### config.mk
export PLATFORM = sky130hd
export DESIGN_NAME = if_fetch_unit
export DESIGN_NICKNAME = d
export VERILOG_FILES = /design/src/rtl/if_fetch_unit.sv
export SDC_FILE = /design/constraint.sdc
export NUM_CORES = 1
export LEC_CHECK = 0
export CELL_PAD_IN_SITES_DETAIL_PLACEMENT = 2
export CELL_PAD_IN_SITES_GLOBAL_PLACEMENT = 2
export CORE_MARGIN = 4
export CORE_UTILIZATION = 33
export DETAILED_ROUTE_END_ITERATION = 8
export HOLD_SLACK_MARGIN = 0.06
export PLACE_DENSITY_LB_ADDON = 0.1
export SKIP_LAST_GASP = 1
export SYNTH_ARGS = -nofsm -noshare
export SYNTH_HDL_FRONTEND = slang
export SYNTH_SLANG_ARGS = --single-unit
export TNS_END_PERCENT = 1
### constraint.sdc
create_clock -name clk -period 4.6 [get_ports clk]
set_input_delay 0.46 -clock clk [delete_from_list [all_inputs] [get_ports clk]]
set_output_delay 0.46 -clock clk [all_outputs]
set_load 0.05 [all_outputs]
### src/rtl/if_fetch_unit.sv
// rtl/if_fetch_unit.sv - instruction fetch stage: PC owner, single-outstanding imem requests, IF/ID output registers
module if_fetch_unit #(
    parameter logic [31:0] RESET_PC  = 32'h0000_0000,
    parameter logic [31:0] NOP_INSTR = 32'h0000_0000
) (
    input  logic        clk,
    input  logic        rst_n,
    input  logic        stall,
    input  logic        redirect,
    input  logic [31:0] redirect_pc,
    output logic        imem_req,
    output logic [31:0] imem_addr,
    input  logic        imem_rvalid,
    input  logic [31:0] imem_rdata,
    output logic [31:0] instruction_out,
    output logic [31:0] pc_next_out,
    output logic        valid_out
);

    typedef enum logic [1:0] {
        S_FETCH = 2'd0,
        S_WAIT  = 2'd1,
        S_HOLD  = 2'd2,
        S_DRAIN = 2'd3
    } state_t;

    state_t      state_q, state_d;
    logic [31:0] pc_q, pc_d;
    logic [31:0] hold_instr_q, hold_instr_d;
    logic [31:0] hold_pcn_q, hold_pcn_d;
    logic [31:0] instr_q, instr_d;
    logic [31:0] pcn_q, pcn_d;
    logic        vld_q, vld_d;

    logic [31:0] pc_plus4;
    logic        deliver;
    logic [31:0] deliver_instr;
    logic [31:0] deliver_pcn;

    assign pc_plus4 = pc_q + 32'd4;

    always_ff @(posedge clk or negedge rst_n) begin
        if (!rst_n) begin
            state_q      <= S_FETCH;
            pc_q         <= RESET_PC;
            hold_instr_q <= '0;
            hold_pcn_q   <= '0;
            instr_q      <= NOP_INSTR;
            pcn_q        <= '0;
            vld_q        <= 1'b0;
        end else begin
            state_q      <= state_d;
            pc_q         <= pc_d;
            hold_instr_q <= hold_instr_d;
            hold_pcn_q   <= hold_pcn_d;
            instr_q      <= instr_d;
            pcn_q        <= pcn_d;
            vld_q        <= vld_d;
        end
    end

    // A redirect with a request still in flight must swallow that response in DRAIN.
    always_comb begin
        state_d = state_q;
        if (redirect) begin
            case (state_q)
                S_WAIT,
                S_DRAIN: state_d = imem_rvalid ? S_FETCH : S_DRAIN;
                default: state_d = S_FETCH;
            endcase
        end else begin
            case (state_q)
                S_FETCH: state_d = S_WAIT;
                S_WAIT:  if (imem_rvalid) state_d = stall ? S_HOLD : S_FETCH;
                S_HOLD:  if (!stall) state_d = S_FETCH;
                S_DRAIN: if (imem_rvalid) state_d = S_FETCH;
                default: state_d = S_FETCH;
            endcase
        end
    end

    always_comb begin
        pc_d          = pc_q;
        hold_instr_d  = hold_instr_q;
        hold_pcn_d    = hold_pcn_q;
        instr_d       = instr_q;
        pcn_d         = pcn_q;
        vld_d         = vld_q;
        deliver       = 1'b0;
        deliver_instr = imem_rdata;
        deliver_pcn   = pc_plus4;

        if (redirect) begin
            pc_d         = redirect_pc & 32'hFFFF_FFFC;
            hold_instr_d = '0;
            hold_pcn_d   = '0;
        end else begin
            case (state_q)
                S_WAIT: begin
                    if (imem_rvalid) begin
                        if (stall) begin
                            hold_instr_d = imem_rdata;
                            hold_pcn_d   = pc_plus4;
                        end else begin
                            deliver = 1'b1;
                            pc_d    = pc_plus4;
                        end
                    end
                end
                S_HOLD: begin
                    if (!stall) begin
                        deliver       = 1'b1;
                        deliver_instr = hold_instr_q;
                        deliver_pcn   = hold_pcn_q;
                        pc_d          = pc_plus4;
                    end
                end
                default: ;
            endcase
        end

        // In DRAIN the redirect leaves the outputs to the normal stall/bubble rules.
        if (redirect && (state_q != S_DRAIN)) begin
            instr_d = NOP_INSTR;
            vld_d   = 1'b0;
        end else if (!stall) begin
            if (deliver) begin
                instr_d = deliver_instr;
                pcn_d   = deliver_pcn;
                vld_d   = 1'b1;
            end else begin
                instr_d = NOP_INSTR;
                vld_d   = 1'b0;
            end
        end
    end

    always_comb begin
        imem_req  = rst_n && (state_q == S_FETCH) && !redirect;
        imem_addr = pc_q;
    end

    assign instruction_out = instr_q;
    assign pc_next_out     = pcn_q;
    assign valid_out       = vld_q;

endmodule

==> results.cfg <==
[status]
status = complete, no violations

[synth]
ys_types = 49
seq_area_frac_synth = 0.508
synth_compound_area_frac = 0.131
ys_ff_latch = 159
synthMuxAreaShare = 0.0463
async_flop_share = 1.00
synth-xor-area-share = 0.0581
synth.cell_area_um2 = 7840
yosys.area_share.simple = 0.209
synth_fa_ha_area_frac = 0.00798
synth_flop_cell = dfrtp_1
synth_top_family_by_area = simple AND/OR/NAND/NOR gates
synth_cells = 858
synth-edff-count = 0
synth_area_per_cell_um2 = 9.13
yosys_warnings = 0

[pwr]
power_density_nw_per_um2 = 483
power.switching_mw = 1.95
p_int_mw = 3.01
clockPowerShare = 0.290
leakage_nw = 4.01
p_comb_frac = 0.344
netSwitchingFraction = 0.394
power_frac_seq = 0.366
peakVddDrop_v = 0.000220

[drt]
routed_wl_um = 25200
antenna_left = 0
vias = 6738
drc = 0
firstDrtPassIters = 4
viasPerCell = 5.12
drt-wirelength-per-cell_um = 19.2
drt_iter0_markers = 219

[floorplanning]
die_y_um = 162
io_pins = 167
design.core.area_um2 = 23400
dieArea_um2 = 26300
row_count = 56
fp.dieW_um = 162
start_util = 0.335

[sta]
drv_slew = 0
period_share = 0.644
max_slew_margin = 0.321
fmax_mhz = 337
tightest_slew_ns = 1.02
skew_ns = 0.00864
setup_violations = 0
hold_violations = 0
fin_setup_tns_ns = 0
min_period_ns = 2.96
grt_setup_unrepaired = false

[critical_path]
crit_type = flop to flop
critPathMaxStageDelay_ns = 0.90
worstPathRequired_ns = 4.86
cpLargestDelayFamily = simple AND/OR/NAND/NOR gates
cp_max_fo = 35
critPathCaptureType = flop
crit_chain = inv_1, ha_1, nor2b_4, buf_4, mux2i_1, o21ai_0
worst_setup_path_start_kind = flop
crit_buf_inv = 2
crit_slowest_cell = nor2b_4
critPathArrivalTime_ns = 3.22

[cts]
cts_hold_buf = 0
cts_tree = done
cts.reportedPaths.clkPinSlew_ns = 0.07
h-tree-depth = 4
postCtsSetupBuffers = 0
clock_latency_ns = 0.42
cts_resized = 0
cts_sinks = 159
clock_path_buffers = 2
cts_buffers = 17
cts_root_buffer = clkbuf_16

[worst_hold_path]
hp-class = input port to asynchronous set/reset pin

[global_routing]
grt_pass1_wl_um = 40900
grt_max_degree = 79
grt_overflow = 0
grt_pass1_vias = 7385
grt.total_usage = 0.195
antenna_found_initial = 0

[placement]
dp_hpwl_um = 17300
gp_congestion = 0.800
port_buffers = 162

[layout]
area_delta_synth_final_pct = 31.2
drive_above_1_share = 0.0653
fin_util = 0.440
diodes = 0
final_nets = 1058
multi_input_area_um2 = 3590
fill_cells = 2573
final-seq-area_um2 = 3980

[flow_run]
cap_violations = 0
layout by cell type, fill, tap and decap left out, types with 5 or more instances in the layout:
cell | Yosys | routed
nor3_1 | 16 | 16
nand2_1 | 175 | 175
buf_4 | 4 | 12
xnor2_1 | 21 | 21
a21oi_1 | 56 | 55
dfrtp_1 | 159 | 159
o21ai_0 | 76 | 76
inv_6 | 0 | 6
inv_1 | 6 | 6
clkdlybuf4s50_1 | 0 | 160
nand3_1 | 18 | 17
and2_1 | 5 | 5
nand4_1 | 22 | 22
nor4_2 | 5 | 5
clkbuf_16 | 0 | 17
o22ai_1 | 10 | 10
ha_1 | 5 | 5
nor4_1 | 6 | 6
mux2i_1 | 34 | 34
and4_1 | 6 | 6
a211oi_1 | 22 | 22
xor2_1 | 31 | 31
nor2_1 | 66 | 65
metrics by stage:
step | hold WS [ns] | cells | cell area (µm²) | power, mW | worst slack (ns)
global placement | 0.460 | 1284 | 9700 | 3.53 | 1.70
detailed placement | 0.469 | 1284 | 9700 | 3.57 | 1.58
floorplan | 0.164 | 859 | 7840 | 2.88 | 1.94
finish | 0.0467 | 1315 | 10300 | 4.97 | 1.64
CTS | 0.0743 | 1315 | 10300 | 5.05 | 1.54
global route | 0.0931 | 1315 | 10300 | 5.22 | 1.38
cells by family after synthesis:
logic type | Yosys count
DFF | 159
buffers and inverters | 73
AOI/OAI and AO/OA | 184
xor gates and xnor gates | 52
adders and majority gates | 5
muxes | 36
and+or+nand+nor | 348
other | 1
power groups by stage:
stage	clock (mW)	sequential [mW]	combinational (mW)
final	1.44	1.82	1.71
after global routing	1.53	1.85	1.83
after CTS	1.49	1.82	1.74
after detailed placement	0	1.85	1.72
after global placement	0	1.84	1.69
after floorplan	0	2.36	0.522
registers in the layout, indices dropped and copies added, names as in the netlist:
name and flops:
hold_instr_q 32, hold_pcn_q 31, imem_addr 30, instruction_out 32, pc_next_out 31, state_q 2
valid_out 1
final timing paths:
check	startpoint	endpoint	slack, ns	depth (start not counted)
hold / removal	rst_n	instruction_out[26]	0.05	1
hold reg to reg	instruction_out[24]	instruction_out[24]	0.48	2
setup reg to reg	state_q[0]	instruction_out[17]	1.64	6
setup / recovery	state_q[0]	instruction_out[17]	1.64	6
min in group clk	instruction_out[24]	instruction_out[24]	0.48	2
max in group asynchronous	rst_n	pc_next_out[3]	3.42	2
cell usage after synthesis, types with 2 or more instances:
library cell,number,area share
a211oi_1,22,0.021
a21boi_0,3,0.0029
a21oi_1,56,0.036
a31oi_1,3,0.0024
and2_1,5,0.0040
and3_1,2,0.0016
and4_1,6,0.0067
buf_1,3,0.0014
buf_2,14,0.0089
buf_4,4,0.0038
clkbuf_1,46,0.022
dfrtp_1,159,0.51
ha_1,5,0.0080
inv_1,6,0.0029
mux2_2,2,0.0029
mux2i_1,34,0.043
nand2_1,175,0.084
nand2b_1,3,0.0024
nand3_1,18,0.011
nand3_2,2,0.0026
nand4_1,22,0.018
nor2_1,66,0.032
nor2b_1,2,0.0016
nor3_1,16,0.010
nor3b_1,4,0.0038
nor4_1,6,0.0048
nor4_2,5,0.0080
nor4b_1,2,0.0022
o211ai_1,3,0.0029
o21ai_0,76,0.049
o21ai_1,4,0.0026
o22ai_1,10,0.0080
o31a_1,2,0.0022
or2_2,2,0.0016
or3_1,4,0.0032
or3b_2,2,0.0022
or4_1,2,0.0019
xnor2_1,21,0.023
xor2_1,31,0.035
layout make-up:
type	count	area share
multi-input combinational	627	0.349
inverter	6	0.00219
timing repair buffer	173	0.166
sequential	159	0.387
clock inverter	13	0.0146
tap	319	0.0388
clock buffer	18	0.0427
metal layers:
metal / up-vias / track usage / part of all wire
li1: 3190 / - / -
met1: 3404 / 0.258 / 0.46
met3: 18 / 0.0370 / 0.034
met4: 0 / 0.0423 / 0.0096
met2: 126 / 0.335 / 0.49
met5: - / 0 / 0
Note: power is estimated with default switching activity, not from simulation.
